File: config.mk
export PLATFORM = sky130hd
export DESIGN_NAME = dma_axi_simple_csr_mst_flat
export DESIGN_NICKNAME = d
export VERILOG_FILES = /design/src/rtl/dma_axi_simple_csr_mst_if.sv /design/src/rtl/dma_axi_simple_csr_mst.sv /design/src/flat_wrapper.sv
export SDC_FILE = /design/constraint.sdc
export NUM_CORES = 1
export LEC_CHECK = 0
export ABC_AREA = 1
export BUFFER_PORTS_ARGS = -buffer_cell sky130_fd_sc_hd__buf_2
export CORE_ASPECT_RATIO = 0.8
export CORE_MARGIN = 2
export CORE_UTILIZATION = 40
export DETAILED_ROUTE_END_ITERATION = 10
export GPL_TIMING_DRIVEN = 0
export PLACE_DENSITY = 0.72
export SETUP_SLACK_MARGIN = 0.2
export SYNTH_ARGS = -nofsm -noshare
export SYNTH_HDL_FRONTEND = slang
export SYNTH_SLANG_ARGS = --single-unit
File: constraint.sdc
create_clock -name ACLK -period 1.5 [get_ports ACLK]
set_clock_uncertainty 0.1 [all_clocks]
set_input_delay 0.3 -clock ACLK [delete_from_list [all_inputs] [get_ports ACLK]]
set_output_delay 0.3 -clock ACLK [all_outputs]
set_load 0.1 [all_outputs]
File: src/rtl/dma_axi_simple_csr_mst_if.sv
// Bus bundle for the CSR master: AXI4 single-beat channels plus the command/response side.
// The master modport is the DUT view; the slave modport is the view of whatever drives it.
interface dma_axi_simple_csr_mst_if #(
    parameter int AXI_WIDTH_ID = 4,
    parameter int AXI_WIDTH_AD = 32,
    parameter int AXI_WIDTH_DA = 32
);
    logic [AXI_WIDTH_ID-1:0]   AWID;
    logic [AXI_WIDTH_AD-1:0]   AWADDR;
    logic [7:0]                AWLEN;
    logic [2:0]                AWSIZE;
    logic [1:0]                AWBURST;
    logic                      AWVALID;
    logic                      AWREADY;
    logic [AXI_WIDTH_DA-1:0]   WDATA;
    logic [AXI_WIDTH_DA/8-1:0] WSTRB;
    logic                      WLAST;
    logic                      WVALID;
    logic                      WREADY;
    logic [AXI_WIDTH_ID-1:0]   BID;
    logic [1:0]                BRESP;
    logic                      BVALID;
    logic                      BREADY;
    logic [AXI_WIDTH_ID-1:0]   ARID;
    logic [AXI_WIDTH_AD-1:0]   ARADDR;
    logic [7:0]                ARLEN;
    logic [2:0]                ARSIZE;
    logic [1:0]                ARBURST;
    logic                      ARVALID;
    logic                      ARREADY;
    logic [AXI_WIDTH_ID-1:0]   RID;
    logic [AXI_WIDTH_DA-1:0]   RDATA;
    logic [1:0]                RRESP;
    logic                      RLAST;
    logic                      RVALID;
    logic                      RREADY;
    logic                      CMD_VALID;
    logic                      CMD_READY;
    logic                      CMD_WRITE;
    logic [AXI_WIDTH_AD-1:0]   CMD_ADDR;
    logic [AXI_WIDTH_DA-1:0]   CMD_WDATA;
    logic [AXI_WIDTH_DA/8-1:0] CMD_WSTRB;
    logic                      RSP_VALID;
    logic [AXI_WIDTH_DA-1:0]   RSP_RDATA;
    logic [1:0]                RSP_RESP;
    logic                      RSP_IDERR;

    modport master (
        output AWID, AWADDR, AWLEN, AWSIZE, AWBURST, AWVALID,
        input  AWREADY,
        output WDATA, WSTRB, WLAST, WVALID,
        input  WREADY,
        input  BID, BRESP, BVALID,
        output BREADY,
        output ARID, ARADDR, ARLEN, ARSIZE, ARBURST, ARVALID,
        input  ARREADY,
        input  RID, RDATA, RRESP, RLAST, RVALID,
        output RREADY,
        input  CMD_VALID, CMD_WRITE, CMD_ADDR, CMD_WDATA, CMD_WSTRB,
        output CMD_READY,
        output RSP_VALID, RSP_RDATA, RSP_RESP, RSP_IDERR
    );

    modport slave (
        input  AWID, AWADDR, AWLEN, AWSIZE, AWBURST, AWVALID,
        output AWREADY,
        input  WDATA, WSTRB, WLAST, WVALID,
        output WREADY,
        output BID, BRESP, BVALID,
        input  BREADY,
        input  ARID, ARADDR, ARLEN, ARSIZE, ARBURST, ARVALID,
        output ARREADY,
        output RID, RDATA, RRESP, RLAST, RVALID,
        input  RREADY,
        output CMD_VALID, CMD_WRITE, CMD_ADDR, CMD_WDATA, CMD_WSTRB,
        input  CMD_READY,
        input  RSP_VALID, RSP_RDATA, RSP_RESP, RSP_IDERR
    );
endinterface

File: src/rtl/dma_axi_simple_csr_mst.sv
// One-at-a-time command to single-beat AXI4 write/read master for driving the DMA CSR port.
// Every handshake output is a flop; only the fixed burst attributes are tied off.
module dma_axi_simple_csr_mst #(
    parameter int AXI_MST_ID   = 1,
    parameter int AXI_WIDTH_ID = 4,
    parameter int AXI_WIDTH_AD = 32,
    parameter int AXI_WIDTH_DA = 32
) (
    input logic                     ARESETn,
    input logic                     ACLK,
    dma_axi_simple_csr_mst_if.master bus
);
    localparam logic [AXI_WIDTH_ID-1:0] MST_ID = AXI_WIDTH_ID'(AXI_MST_ID);

    typedef enum logic [2:0] {IDLE, WRQ, WRSP, RAQ, RRSP, DONE} state_t;

    state_t                    state;
    logic [AXI_WIDTH_AD-1:0]   addr_q;
    logic [AXI_WIDTH_DA-1:0]   wdata_q;
    logic [AXI_WIDTH_DA/8-1:0] wstrb_q;
    logic                      aw_done, w_done;
    logic                      first_beat;
    logic [AXI_WIDTH_DA-1:0]   rdata_q;
    logic [1:0]                resp_q;
    logic                      iderr_q;
    logic                      aw_hs, w_hs;

    assign aw_hs = bus.AWVALID && bus.AWREADY;
    assign w_hs  = bus.WVALID && bus.WREADY;

    assign bus.AWID    = MST_ID;
    assign bus.AWLEN   = 8'd0;
    assign bus.AWSIZE  = 3'b010;
    assign bus.AWBURST = 2'b01;
    assign bus.AWADDR  = addr_q;
    assign bus.WDATA   = wdata_q;
    assign bus.WSTRB   = wstrb_q;
    assign bus.WLAST   = 1'b1;
    assign bus.ARID    = MST_ID;
    assign bus.ARLEN   = 8'd0;
    assign bus.ARSIZE  = 3'b010;
    assign bus.ARBURST = 2'b01;
    assign bus.ARADDR  = addr_q;

    always_ff @(posedge ACLK or negedge ARESETn) begin
        if (!ARESETn) begin
            state         <= IDLE;
            bus.CMD_READY <= 1'b1;
            bus.AWVALID   <= 1'b0;
            bus.WVALID    <= 1'b0;
            bus.BREADY    <= 1'b0;
            bus.ARVALID   <= 1'b0;
            bus.RREADY    <= 1'b0;
            bus.RSP_VALID <= 1'b0;
            bus.RSP_RDATA <= '0;
            bus.RSP_RESP  <= 2'b00;
            bus.RSP_IDERR <= 1'b0;
            addr_q        <= '0;
            wdata_q       <= '0;
            wstrb_q       <= '0;
            aw_done       <= 1'b0;
            w_done        <= 1'b0;
            first_beat    <= 1'b0;
            rdata_q       <= '0;
            resp_q        <= 2'b00;
            iderr_q       <= 1'b0;
        end else begin
            bus.RSP_VALID <= 1'b0;
            case (state)
                IDLE: if (bus.CMD_VALID) begin
                    addr_q        <= {bus.CMD_ADDR[AXI_WIDTH_AD-1:2], 2'b00};
                    wdata_q       <= bus.CMD_WDATA;
                    wstrb_q       <= bus.CMD_WSTRB;
                    bus.CMD_READY <= 1'b0;
                    aw_done       <= 1'b0;
                    w_done        <= 1'b0;
                    if (bus.CMD_WRITE) begin
                        bus.AWVALID <= 1'b1;
                        bus.WVALID  <= 1'b1;
                        state       <= WRQ;
                    end else begin
                        bus.ARVALID <= 1'b1;
                        state       <= RAQ;
                    end
                end
                WRQ: begin
                    if (aw_hs) begin
                        bus.AWVALID <= 1'b0;
                        aw_done     <= 1'b1;
                    end
                    if (w_hs) begin
                        bus.WVALID <= 1'b0;
                        w_done     <= 1'b1;
                    end
                    // A handshake landing this cycle counts toward completion.
                    if ((aw_done || aw_hs) && (w_done || w_hs)) begin
                        bus.BREADY <= 1'b1;
                        state      <= WRSP;
                    end
                end
                WRSP: if (bus.BVALID) begin
                    bus.BREADY    <= 1'b0;
                    bus.RSP_RESP  <= bus.BRESP;
                    bus.RSP_IDERR <= (bus.BID != MST_ID);
                    bus.RSP_VALID <= 1'b1;
                    state         <= DONE;
                end
                RAQ: if (bus.ARREADY) begin
                    bus.ARVALID <= 1'b0;
                    bus.RREADY  <= 1'b1;
                    first_beat  <= 1'b1;
                    state       <= RRSP;
                end
                RRSP: if (bus.RVALID) begin
                    // Data and ID come from the first beat; later beats only fold in their RRESP.
                    first_beat <= 1'b0;
                    if (first_beat) begin
                        rdata_q <= bus.RDATA;
                        resp_q  <= bus.RRESP;
                        iderr_q <= (bus.RID != MST_ID);
                    end else begin
                        resp_q <= resp_q | bus.RRESP;
                    end
                    if (bus.RLAST) begin
                        bus.RREADY    <= 1'b0;
                        bus.RSP_VALID <= 1'b1;
                        bus.RSP_RDATA <= first_beat ? bus.RDATA : rdata_q;
                        bus.RSP_RESP  <= first_beat ? bus.RRESP : (resp_q | bus.RRESP);
                        bus.RSP_IDERR <= first_beat ? (bus.RID != MST_ID) : iderr_q;
                        state         <= DONE;
                    end
                end
                DONE: begin
                    bus.CMD_READY <= 1'b1;
                    state         <= IDLE;
                end
                default: state <= IDLE;
            endcase
        end
    end
endmodule

File: src/flat_wrapper.sv
// flat-port wrapper written by rule: the top's interface ports become plain ports
module dma_axi_simple_csr_mst_flat 
#(
    parameter int AXI_MST_ID   = 1,
    parameter int AXI_WIDTH_ID = 4,
    parameter int AXI_WIDTH_AD = 32,
    parameter int AXI_WIDTH_DA = 32
)
  (ARESETn, ACLK, bus_AWID, bus_AWADDR, bus_AWLEN, bus_AWSIZE, bus_AWBURST, bus_AWVALID, bus_AWREADY, bus_WDATA, bus_WSTRB, bus_WLAST, bus_WVALID, bus_WREADY, bus_BID, bus_BRESP, bus_BVALID, bus_BREADY, bus_ARID, bus_ARADDR, bus_ARLEN, bus_ARSIZE, bus_ARBURST, bus_ARVALID, bus_ARREADY, bus_RID, bus_RDATA, bus_RRESP, bus_RLAST, bus_RVALID, bus_RREADY, bus_CMD_VALID, bus_CMD_WRITE, bus_CMD_ADDR, bus_CMD_WDATA, bus_CMD_WSTRB, bus_CMD_READY, bus_RSP_VALID, bus_RSP_RDATA, bus_RSP_RESP, bus_RSP_IDERR);
  dma_axi_simple_csr_mst_if #(.AXI_WIDTH_ID(AXI_WIDTH_ID), .AXI_WIDTH_AD(AXI_WIDTH_AD), .AXI_WIDTH_DA(AXI_WIDTH_DA)) bus_i ();
  input logic ARESETn;
  input logic ACLK;
  output wire logic [$bits(bus_i.AWID)-1:0] bus_AWID;
  output wire logic [$bits(bus_i.AWADDR)-1:0] bus_AWADDR;
  output wire logic [$bits(bus_i.AWLEN)-1:0] bus_AWLEN;
  output wire logic [$bits(bus_i.AWSIZE)-1:0] bus_AWSIZE;
  output wire logic [$bits(bus_i.AWBURST)-1:0] bus_AWBURST;
  output wire logic [$bits(bus_i.AWVALID)-1:0] bus_AWVALID;
  input wire logic [$bits(bus_i.AWREADY)-1:0] bus_AWREADY;
  output wire logic [$bits(bus_i.WDATA)-1:0] bus_WDATA;
  output wire logic [$bits(bus_i.WSTRB)-1:0] bus_WSTRB;
  output wire logic [$bits(bus_i.WLAST)-1:0] bus_WLAST;
  output wire logic [$bits(bus_i.WVALID)-1:0] bus_WVALID;
  input wire logic [$bits(bus_i.WREADY)-1:0] bus_WREADY;
  input wire logic [$bits(bus_i.BID)-1:0] bus_BID;
  input wire logic [$bits(bus_i.BRESP)-1:0] bus_BRESP;
  input wire logic [$bits(bus_i.BVALID)-1:0] bus_BVALID;
  output wire logic [$bits(bus_i.BREADY)-1:0] bus_BREADY;
  output wire logic [$bits(bus_i.ARID)-1:0] bus_ARID;
  output wire logic [$bits(bus_i.ARADDR)-1:0] bus_ARADDR;
  output wire logic [$bits(bus_i.ARLEN)-1:0] bus_ARLEN;
  output wire logic [$bits(bus_i.ARSIZE)-1:0] bus_ARSIZE;
  output wire logic [$bits(bus_i.ARBURST)-1:0] bus_ARBURST;
  output wire logic [$bits(bus_i.ARVALID)-1:0] bus_ARVALID;
  input wire logic [$bits(bus_i.ARREADY)-1:0] bus_ARREADY;
  input wire logic [$bits(bus_i.RID)-1:0] bus_RID;
  input wire logic [$bits(bus_i.RDATA)-1:0] bus_RDATA;
  input wire logic [$bits(bus_i.RRESP)-1:0] bus_RRESP;
  input wire logic [$bits(bus_i.RLAST)-1:0] bus_RLAST;
  input wire logic [$bits(bus_i.RVALID)-1:0] bus_RVALID;
  output wire logic [$bits(bus_i.RREADY)-1:0] bus_RREADY;
  input wire logic [$bits(bus_i.CMD_VALID)-1:0] bus_CMD_VALID;
  input wire logic [$bits(bus_i.CMD_WRITE)-1:0] bus_CMD_WRITE;
  input wire logic [$bits(bus_i.CMD_ADDR)-1:0] bus_CMD_ADDR;
  input wire logic [$bits(bus_i.CMD_WDATA)-1:0] bus_CMD_WDATA;
  input wire logic [$bits(bus_i.CMD_WSTRB)-1:0] bus_CMD_WSTRB;
  output wire logic [$bits(bus_i.CMD_READY)-1:0] bus_CMD_READY;
  output wire logic [$bits(bus_i.RSP_VALID)-1:0] bus_RSP_VALID;
  output wire logic [$bits(bus_i.RSP_RDATA)-1:0] bus_RSP_RDATA;
  output wire logic [$bits(bus_i.RSP_RESP)-1:0] bus_RSP_RESP;
  output wire logic [$bits(bus_i.RSP_IDERR)-1:0] bus_RSP_IDERR;
  assign bus_AWID = bus_i.AWID;
  assign bus_AWADDR = bus_i.AWADDR;
  assign bus_AWLEN = bus_i.AWLEN;
  assign bus_AWSIZE = bus_i.AWSIZE;
  assign bus_AWBURST = bus_i.AWBURST;
  assign bus_AWVALID = bus_i.AWVALID;
  assign bus_i.AWREADY = bus_AWREADY;
  assign bus_WDATA = bus_i.WDATA;
  assign bus_WSTRB = bus_i.WSTRB;
  assign bus_WLAST = bus_i.WLAST;
  assign bus_WVALID = bus_i.WVALID;
  assign bus_i.WREADY = bus_WREADY;
  assign bus_i.BID = bus_BID;
  assign bus_i.BRESP = bus_BRESP;
  assign bus_i.BVALID = bus_BVALID;
  assign bus_BREADY = bus_i.BREADY;
  assign bus_ARID = bus_i.ARID;
  assign bus_ARADDR = bus_i.ARADDR;
  assign bus_ARLEN = bus_i.ARLEN;
  assign bus_ARSIZE = bus_i.ARSIZE;
  assign bus_ARBURST = bus_i.ARBURST;
  assign bus_ARVALID = bus_i.ARVALID;
  assign bus_i.ARREADY = bus_ARREADY;
  assign bus_i.RID = bus_RID;
  assign bus_i.RDATA = bus_RDATA;
  assign bus_i.RRESP = bus_RRESP;
  assign bus_i.RLAST = bus_RLAST;
  assign bus_i.RVALID = bus_RVALID;
  assign bus_RREADY = bus_i.RREADY;
  assign bus_i.CMD_VALID = bus_CMD_VALID;
  assign bus_i.CMD_WRITE = bus_CMD_WRITE;
  assign bus_i.CMD_ADDR = bus_CMD_ADDR;
  assign bus_i.CMD_WDATA = bus_CMD_WDATA;
  assign bus_i.CMD_WSTRB = bus_CMD_WSTRB;
  assign bus_CMD_READY = bus_i.CMD_READY;
  assign bus_RSP_VALID = bus_i.RSP_VALID;
  assign bus_RSP_RDATA = bus_i.RSP_RDATA;
  assign bus_RSP_RESP = bus_i.RSP_RESP;
  assign bus_RSP_IDERR = bus_i.RSP_IDERR;
  dma_axi_simple_csr_mst #(.AXI_MST_ID(AXI_MST_ID), .AXI_WIDTH_ID(AXI_WIDTH_ID), .AXI_WIDTH_AD(AXI_WIDTH_AD), .AXI_WIDTH_DA(AXI_WIDTH_DA)) u_core (.ARESETn(ARESETn), .ACLK(ACLK), .bus(bus_i));
endmodule
==> summary.txt, run 1 <==
STA
  – FMAX: 531 MHz
  – Final-report hold violation count: 0
  – Period utilization: 125%
  – Worst setup margin: -0.382 ns
  – Slew headroom: 44.3%
  – Setup violations, final: 206
  – Slew Viols, Final: 0
  – RSZ-0062 raised after global routing: yes
  – Slew @ Worst Pin: 0.835 ns
  – Final min period: 1.88 ns

Die
  – # rows: 42
  – Core Region: 16500 µm²
  – Die X: 149 µm
  – Die area: 17900 µm²
  – Initial Utilization: 40.7%
  – Ports: 299
  – DIE HEIGHT: 120 µm

Detailed routing
  – Wirelength, routed: 33600 µm
  – Vias: 7818
  – Routed WL per cell: 22.1 µm
  – Number of vias per cell: 5.14
  – Drt drc: 0
  – Drt first pass iters: 8
  – Antenna Nets Post-Route: 0
  – DR iter-0 viols: 667

Critical path
  – Internal reg-to-reg setup slack: -0.38 ns
  – Crit Reg-Reg Startpoint: u_core.state[0]$_DFFE_PN0P_
  – Critical Path Fanout Max: 6
  – Setup crit end kind: register
  – CP Class: reg -> reg
  – Required @ worst endpoint: 1.66 ns
  – Reg-to-reg critical path endpoint: u_core.bus.ARADDR[3]$_DFFE_PN0P_
  – Arr. time, crit path: 2.04 ns
  – R2R cell count: 8
  – Crit path launch type: register

CTS
  – CTS tree: done
  – Clock-pin slew on the worst setup and hold paths: 0.07 ns
  – CTS root buf: clkbuf_16
  – CTS Buffer Depth: 2
  – TritonCTS Buffers: 17
  – CTS Sinks: 149
  – Worst-Skew Late Latency: 0.42 ns
  – CTS HTree Levels: 4

Place
  – Post-placement cell count: 1315
  – IO buf count: 257
  – Area of placed instances: 8830 µm²
  – Pre-CTS setup slack: -0.163 ns
  – Detailed Place HPWL: 13200 µm
  – GPL Wtd Cong: 0.779

Synthesis
  – Synth Instances: 799
  – Syn Std Cell Area: 6720 µm²
  – Yosys reg bits: 149
  – Register area share after synthesis: 55.5%
  – Mean Syn Cell Area: 8.41 µm²
  – Netlist cell types: 26
  – Yosys warns: 0

Status
  – Failing checks: setup timing
  – Outcome: complete, but fails checks

Global routing
  – Total GRT Usage: 30.4%
  – GRT Residual Overflow: 0
  – First-pass GRT wire length: 41900 µm
  – Vias in the first global route: 7615
  – Largest net degree at the start of global routing: 98
  – Initial antenna violation count: 5

Layout
  – Fin nets: 1406
  – Layout cells sized above 1: 56.4%
  – Final Non-Filler Cells: 1520
  – Layout area overhead: 111%
  – Final instance area: 14200 µm²

Worst hold path
  – Worst Hold End: u_core.first_beat$_DFFE_PN0P_
  – Hold Startpoint: bus_ARREADY
  – Worst hold path class: in -> reg
  – Hold Path Depth: 3

Job
  – # Max-Cap Violations: 0
[cell usage in the layout, fill, tap and decap left out, types with 3 or more instances in the layout]
master | synthesis | final
buf_12 | 0 | 146
diode_2 | 0 | 3
dfrtp_2 | 0 | 10
inv_8 | 0 | 3
buf_8 | 0 | 15
buf_16 | 0 | 8
nand2_4 | 0 | 37
inv_2 | 2 | 4
inv_1 | 50 | 46
dlygate4sd3_1 | 0 | 67
dfrtp_4 | 0 | 32
nor2_4 | 1 | 5
nand3_1 | 14 | 4
o21ai_0 | 70 | 30
conb_1 | 2 | 39
nand3_2 | 1 | 9
nor2_1 | 8 | 3
inv_6 | 0 | 5
clkbuf_2 | 0 | 4
o21ai_4 | 0 | 3
buf_2 | 20 | 120
nand2_2 | 0 | 67
buf_6 | 2 | 56
clkbuf_16 | 0 | 19
buf_4 | 75 | 112
o21ai_1 | 26 | 10
nand2_8 | 1 | 3
clkinv_4 | 0 | 4
nand2_1 | 358 | 252
clkinvlp_4 | 0 | 3
dfrtp_1 | 148 | 106
o21ai_2 | 0 | 53
[kinds of logic after synthesis]
logic type / Yosys count / synth area share (%)
AO/OA/AOI/OAI: 103 / 7.85
AND/OR/NAND/NOR: 388 / 23.0
flip-flops: 149 / 55.5
other: 2 / 0.112
buffers and inverters: 157 / 13.6
[critical path, stage by stage (launching register included)]
cell     delay [ns]
dfrtp_1        0.38
buf_6          0.13
nor2_8         0.15
buf_6          0.12
nand3_4        0.13
buf_8          0.20
buf_8          0.14
nand2_1        0.18
nand2_1        0.20
[registers in the layout (all words and copies together) (netlist names), 2 cells and up]
name / cells
u_core.bus.RSP_RESP: 2
u_core.bus.WSTRB: 4
u_core.bus.WDATA: 32
u_core.bus.RSP_RDATA: 32
u_core.resp_q: 2
u_core.rdata_q: 32
u_core.bus.ARADDR: 30
u_core.state: 3
[per-layer routing]
layer,wire length [µm],GRT usage [%],vias to the layer above
li1,-,-,3351
met2,16600,52.7,527
met3,3180,8.25,135
met4,1670,13.9,2
met5,13,0,-
met1,12100,34.9,3803
[cell type report]
cell class | count | area, µm²
antenna | 3 | 7.51
buffer | 104 | 1040
clock buffer | 18 | 439
clock inverter | 14 | 143
fill | 711 | 2300
inverter | 53 | 216
multi-input combinational | 530 | 3040
sequential | 149 | 3860
tap | 220 | 275
timing repair buffer | 429 | 5180
[stage by stage]
stage          util [%]  hold slack, ns  TNS (ns)
2_1_floorplan         -         -0.0956         0
3_3_place_gp       53.2           0.352   -352.70
3_5_place_dp       53.5           0.271    -10.27
4_1_cts            80.0          0.0373    -10.29
5_1_grt            86.1          0.0543    -27.75
6_report           86.1          0.0375    -18.04
[cells in the mapped netlist, drive strengths merged]
library cell	number	area, µm²
o21ai	96	480
a21oi	1	5.00
dfstp	1	26.3
buf	97	686
o22ai	2	12.5
inv	53	201
nand4	2	12.5
nand3	15	80.1
o21bai	2	15.0
dfrtp	148	3700
clkbuf	7	26.3
nor2	11	81.3
conb	2	7.51
o21a	1	7.51
or2	1	6.26
nand2	359	1360
a21boi	1	7.51
[what timing repair did]
item | in CTS | in global routing
setup buffers | 41 | 47
gates cloned | 13 | 2
hold buffers | 67 | 0
pin swaps | 37 | 29
resized for setup | 733 | 165
setup endpoints to repair | 287 | 340
hold endpoints to repair | 161 | 0
[worst max path at each step]
stage	from	to	slack, ns	depth (start not counted)
2_1_floorplan	u_core.state[0]$_DFFE_PN0P_	u_core.bus.RSP_RDATA[10]$_DFFE_PN0P_	0.07	8
3_3_place_gp	ARESETn	u_core.bus.ARADDR[30]$_DFFE_PN0P_	-2.75	1
3_5_place_dp	u_core.state[0]$_DFFE_PN0P_	u_core.bus.ARADDR[19]$_DFFE_PN0P_	-0.16	8
4_1_cts	u_core.bus.ARADDR[19]$_DFFE_PN0P_	bus_AWADDR[19]	-0.13	2
5_1_grt	u_core.state[0]$_DFFE_PN0P_	u_core.bus.ARADDR[3]$_DFFE_PN0P_	-0.53	8
6_report	u_core.state[0]$_DFFE_PN0P_	u_core.bus.ARADDR[3]$_DFFE_PN0P_	-0.38	8
Power of run 1 is left out: the tool's default activity adds up to more than one toggle a clock period on the data nets, which glitch-free logic cannot reach.
==> inputs of run 2 (changes only) <==
- BUFFER_PORTS_ARGS: -buffer_cell sky130_fd_sc_hd__buf_2 -> default
- DONT_BUFFER_PORTS: default -> 1
- PLACE_DENSITY: 0.72 -> default
- REMOVE_ABC_BUFFERS: default -> 1
- SKIP_LAST_GASP: default -> 1
==> summary.txt, run 2 (synthesis gave the netlist of run 1 again) <==
Status
  – Outcome: complete, but fails checks
  – Failing checks: hold timing, setup timing

STA
  – RSZ-0062 raised after global routing: yes
  – Setup violations, final: 192
  – Worst setup margin: -0.164 ns
  – Slew headroom: 24.4%
  – Setup_tns: -19.78 ns
  – Period utilization: 111%
  – Slew Viols, Final: 0
  – Final-report hold violation count: 149
  – Final min period: 1.66 ns
  – Slew @ Worst Pin: 1.13 ns
  – FMAX: 601 MHz
  – Hold WS: -0.546 ns

Critical path
  – Crit path launch type: register
  – Setup crit end kind: output pin
  – Levels on crit path: 0
  – Worst Setup EP: bus_ARADDR[16]
  – Reg-to-reg critical path endpoint: u_core.bus.ARADDR[11]$_DFFE_PN0P_
  – R2R cell count: 8
  – CP startpoint: u_core.bus.ARADDR[16]$_DFFE_PN0P_
  – Crit Reg-Reg Startpoint: u_core.state[0]$_DFFE_PN0P_
  – CP Class: reg -> out
  – Required @ worst endpoint: 1.10 ns
  – Arr. time, crit path: 1.26 ns
  – Internal reg-to-reg setup slack: -0.15 ns
  – Critical Path Fanout Max: 3

Place
  – IO buf count: 0
  – Detailed Place HPWL: 9980 µm
  – GPL Wtd Cong: 0.779
  – Area of placed instances: 6650 µm²

Layout
  – Most common cell after layout, fill and taps aside: nand2_1
  – FF+latch area: 4130 µm²
  – Most frequent cells in the layout: 168 x nand2_1, 132 x nand2_2, 102 x dfrtp_4
  – Antenna Diode Count: 0
  – Fin nets: 1045
  – Layout area overhead: 61.5%
  – Filler cells: 1189
  – Area occupied by multi-input gates: 3320 µm²
  – Final instance area: 10900 µm²
  – Layout cells sized above 1: 53.4%

CTS
  – Clock-pin slew on the worst setup and hold paths: 0.07 ns
  – TritonCTS Buffers: 17
  – CTS root buf: clkbuf_16
  – CTS tree: done
  – Worst-Skew Late Latency: 0.43 ns
  – CTS HTree Levels: 4
  – CTS Sinks: 149
  – CTS Buffer Depth: 2
  – Number of hold buffers added after CTS: 73

Die
  – Die X: 149 µm
  – Ports: 299
  – # rows: 42
  – DIE HEIGHT: 120 µm
  – Initial Utilization: 40.7%
  – Core Region: 16500 µm²
  – Die area: 17900 µm²

Detailed routing
  – Antenna Nets Post-Route: 0
  – Vias: 5876
  – Drt drc: 0
  – Number of vias per cell: 5.08
  – Routed WL per cell: 21.2 µm
  – Wirelength, routed: 24500 µm
  – DR iter-0 viols: 325
  – Drt first pass iters: 4

Worst hold path
  – Worst hold path class: in -> async

Global routing
  – Initial antenna violation count: 0
  – GRT Residual Overflow: 0
  – Vias in the first global route: 5930
  – First-pass GRT wire length: 34500 µm
  – Largest net degree at the start of global routing: 150
  – Total GRT Usage: 26.0%

Job
  – # Max-Cap Violations: 0
[run 2: changes by cell type in the layout (fill, tap and decap cells not counted), sizes merged, moves of 2 or more]
cell and change:
diode -3, nor2 +3, bufinv +2, clkinv +2, inv +16, dlygate4sd3 +6
buf -382, clkbuf -6
[run 2: cell type report]
| cell class | count | share of cell area, % |
|---|---|---|
| well taps | 220 | 2.54 |
| multi-input cells | 533 | 30.5 |
| clock buffers | 18 | 4.05 |
| repair inverters | 19 | 2.72 |
| clock inverters | 14 | 1.74 |
| inverters | 53 | 2.28 |
| flip-flops and latches | 149 | 38.0 |
| repair buffers | 150 | 18.1 |
[run 2: per-stage QoR]
stage / util (%) / hold WS [ns] / instances / worst slack [ns]
floorplan: - / -0.0956 / 732 / -1.20
detailed placement: 40.3 / -0.0930 / 964 / -0.954
global placement: 38.9 / -0.0935 / 952 / -2.33
CTS: 61.0 / -0.553 / 1146 / -0.161
finish: 65.8 / -0.546 / 1156 / -0.164
global route: 65.8 / -0.561 / 1156 / -0.181
[run 2: worst min path at each step]
stage	slack (ns)	depth (start not counted)	endpoint
finish	-0.55	0	u_core.bus.WDATA[1]$_DFFE_PN0P_
global route	-0.56	0	u_core.bus.WDATA[1]$_DFFE_PN0P_
CTS	-0.55	0	u_core.bus.WDATA[1]$_DFFE_PN0P_
detailed placement	-0.09	0	u_core.bus.WDATA[1]$_DFFE_PN0P_
global placement	-0.09	0	u_core.bus.WDATA[28]$_DFFE_PN0P_
floorplan	-0.1	0	u_core.aw_done$_DFFE_PN0P_
[run 2: timing repair]
| action | in CTS | in global routing |
|---|---|---|
| setup buffers | 42 | 7 |
| cloned | 35 | 3 |
| endpoints found under the hold margin | 224 | 149 |
| resized for setup | 445 | 191 |
| endpoints found under the setup margin | 285 | 287 |
| pin swaps | 49 | 55 |
[run 2: routing by layer]
layer  wire length (µm)  track usage, %
met1              10500            35.0
met4                535            9.17
met3               1830            7.45
met5                  0               0
met2              11700            40.3
Power of run 2 is left out for the same reason.
==> inputs of run 3 (changes only) <==
- ABC_AREA: 1 -> default
- CORE_MARGIN: 2 -> default
- PLACE_DENSITY: default -> 0.53
==> summary.txt, run 3 <==
CTS
  – CTS Sinks: 149
  – CTS root buf: clkbuf_16
  – Clock-pin slew on the worst setup and hold paths: 0.06 ns
  – TritonCTS Buffers: 17
  – CTS HTree Levels: 4
  – CTS Buffer Depth: 2
  – Worst-Skew Late Latency: 0.42 ns
  – CTS tree: done

Critical path
  – Arr. time, crit path: 1.98 ns
  – CP startpoint: u_core.state[1]$_DFFE_PN0P_
  – Crit path launch type: register
  – Crit Reg-Reg Startpoint: u_core.state[1]$_DFFE_PN0P_
  – Required @ worst endpoint: 1.70 ns
  – Critical Path Fanout Max: 8
  – Internal reg-to-reg setup slack: -0.28 ns
  – R2R cell count: 6
  – Worst Setup EP: u_core.rdata_q[26]$_DFFE_PN0P_
  – Reg-to-reg critical path endpoint: u_core.rdata_q[26]$_DFFE_PN0P_
  – CP Class: reg -> reg
  – Setup crit end kind: register

Synthesis
  – Yosys warns: 0
  – Largest area contributor in the netlist: dfrtp_1
  – Most common cell in the netlist: dfrtp_1
  – Synth Instances: 520
  – Async set-reset flop share out of synthesis: 100%
  – Main synth FF type: dfrtp_1
  – Area fraction of the dominant cell type after synthesis: 55.2%
  – Largest cells by area after synthesis: dfrtp_1 55%, mux2_2 12%, buf_4 8.3%
  – Mean Syn Cell Area: 12.9 µm²
  – Post-synth top cells: 148 x dfrtp_1, 74 x buf_4, 71 x mux2_2
  – Yosys reg bits: 149
  – Register area share after synthesis: 55.6%
  – Syn Std Cell Area: 6710 µm²
  – Netlist cell types: 32
  – EDFF count, synth: 0

STA
  – RSZ-0062 raised after global routing: yes
  – Slew headroom: 60.6%
  – Period utilization: 118%
  – Final min period: 1.78 ns
  – Slew @ Worst Pin: 0.591 ns
  – Setup violations, final: 198
  – Final-report hold violation count: 149
  – Setup_tns: -35.80 ns
  – Hold WS: -0.529 ns
  – Worst setup margin: -0.277 ns
  – FMAX: 563 MHz
  – Slew Viols, Final: 0

Detailed routing
  – Drt drc: 0
  – DR iter-0 viols: 189
  – Number of vias per cell: 5.11
  – Routed WL per cell: 21.7 µm
  – Vias: 4504
  – Wirelength, routed: 19100 µm
  – Antenna Nets Post-Route: 0
  – Drt first pass iters: 4

Layout
  – Layout cells sized above 1: 52.4%
  – Most frequent cells in the layout: 108 x dlygate4sd3_1, 108 x dfrtp_4, 62 x mux2_4
  – Final instance area: 9850 µm²
  – Filler cells: 1211
  – Layout area overhead: 46.9%
  – Final Non-Filler Cells: 882
  – FF+latch area: 4140 µm²
  – Area occupied by multi-input gates: 2890 µm²
  – Fin nets: 775

Job
  – # Max-Cap Violations: 0

Global routing
  – Initial antenna violation count: 1
  – GRT Residual Overflow: 0
  – Total GRT Usage: 22.1%
  – Largest net degree at the start of global routing: 150
  – Vias in the first global route: 4968
  – First-pass GRT wire length: 28800 µm

Status
  – Outcome: complete, but fails checks
  – Failing checks: hold timing, setup timing

Place
  – GPL Wtd Cong: 0.766
  – IO buf count: 0
  – Area of placed instances: 6550 µm²
  – Post-placement cell count: 684
  – Detailed Place HPWL: 9370 µm

Worst hold path
  – Worst hold path class: in -> async

Die
  – Core Region: 16100 µm²
  – Die X: 147 µm
  – DIE HEIGHT: 118 µm
  – Initial Utilization: 41.8%
  – # rows: 41
  – Die area: 17300 µm²
  – Ports: 299
-- run 3: changes by cell type after synthesis, moves of 12 or more --
cell     previous run  this run
nand2_1           358        46
mux2_2              0        71
inv_1              50         5
mux2i_1             0        33
mux2_4              0        30
o21ai_0            70        40
o21ai_1            26         0
a21oi_1             1        16
buf_2              20         8
-- run 3: logic make-up (layout without fill, tap and decap cells) --
group / after synthesis / in the layout / share of synthesized area (%)
AOI/OAI and AO/OA: 67 / 67 / 5.34
muxes: 134 / 134 / 23.6
and+or+nand+nor: 70 / 78 / 5.04
other: 2 / 40 / 0.112
buffers and inverters: 98 / 199 / 10.3
DFF: 149 / 149 / 55.6
-- run 3: how the worst min path moves through the flow --
stage             from                          endpoint  slack (ns)  depth (start not counted)
2_1_floorplan  ARESETn        u_core.aw_done$_DFFE_PN0P_        -0.1                          0
3_3_place_gp   ARESETn  u_core.bus.WDATA[26]$_DFFE_PN0P_       -0.09                          0
3_5_place_dp   ARESETn  u_core.bus.WDATA[24]$_DFFE_PN0P_       -0.09                          0
4_1_cts        ARESETn  u_core.bus.WDATA[24]$_DFFE_PN0P_       -0.54                          0
5_1_grt        ARESETn  u_core.bus.WDATA[24]$_DFFE_PN0P_       -0.55                          0
6_report       ARESETn   u_core.bus.WSTRB[1]$_DFFE_PN0P_       -0.53                          0
-- run 3: worst max-delay path, stage by stage (launching register included) --
cell,delay (ns)
dfrtp_2,0.43
buf_6,0.14
nor3b_4,0.21
buf_6,0.15
nand3_4,0.12
buf_12,0.19
mux2_4,0.30
-- run 3: per-stage QoR --
step                      util [%]  setup WS [ns]
after floorplan                  -          -2.75
final                         61.3         -0.277
after global routing          61.3         -0.339
after CTS                     59.7         -0.263
after global placement        40.1          -3.95
after detailed placement      40.8          -1.51
-- run 3: cell type report --
cell class | instances | share of cell area (%)
Multi-Input combinational cell | 318 | 29.4
Clock inverter | 11 | 1.75
Sequential cell | 149 | 42.1
Antenna cell | 1 | 0.0254
Timing Repair Buffer | 162 | 19.0
Clock buffer | 21 | 4.78
Tap cell | 215 | 2.73
Inverter | 5 | 0.229
-- run 3: layer usage --
metal  up-vias  track usage [%]  share of wire (%)
li1       1978                -                  -
met1      2311             24.9                 38
met2       191             39.5                 54
met3        24             6.40                6.4
met4         0             7.75                1.5
met5         -                0                  0
-- run 3: repair_timing --
action / CTS / global route
pin swaps: 41 / 25
cloned: 13 / 2
hold endpoints to repair: 287 / 150
resized for setup: 287 / 56
setup endpoints to repair: 287 / 284
buffers inserted: 36 / 6
hold buffers: 107 / 1
Power of run 3 is left out for the same reason.
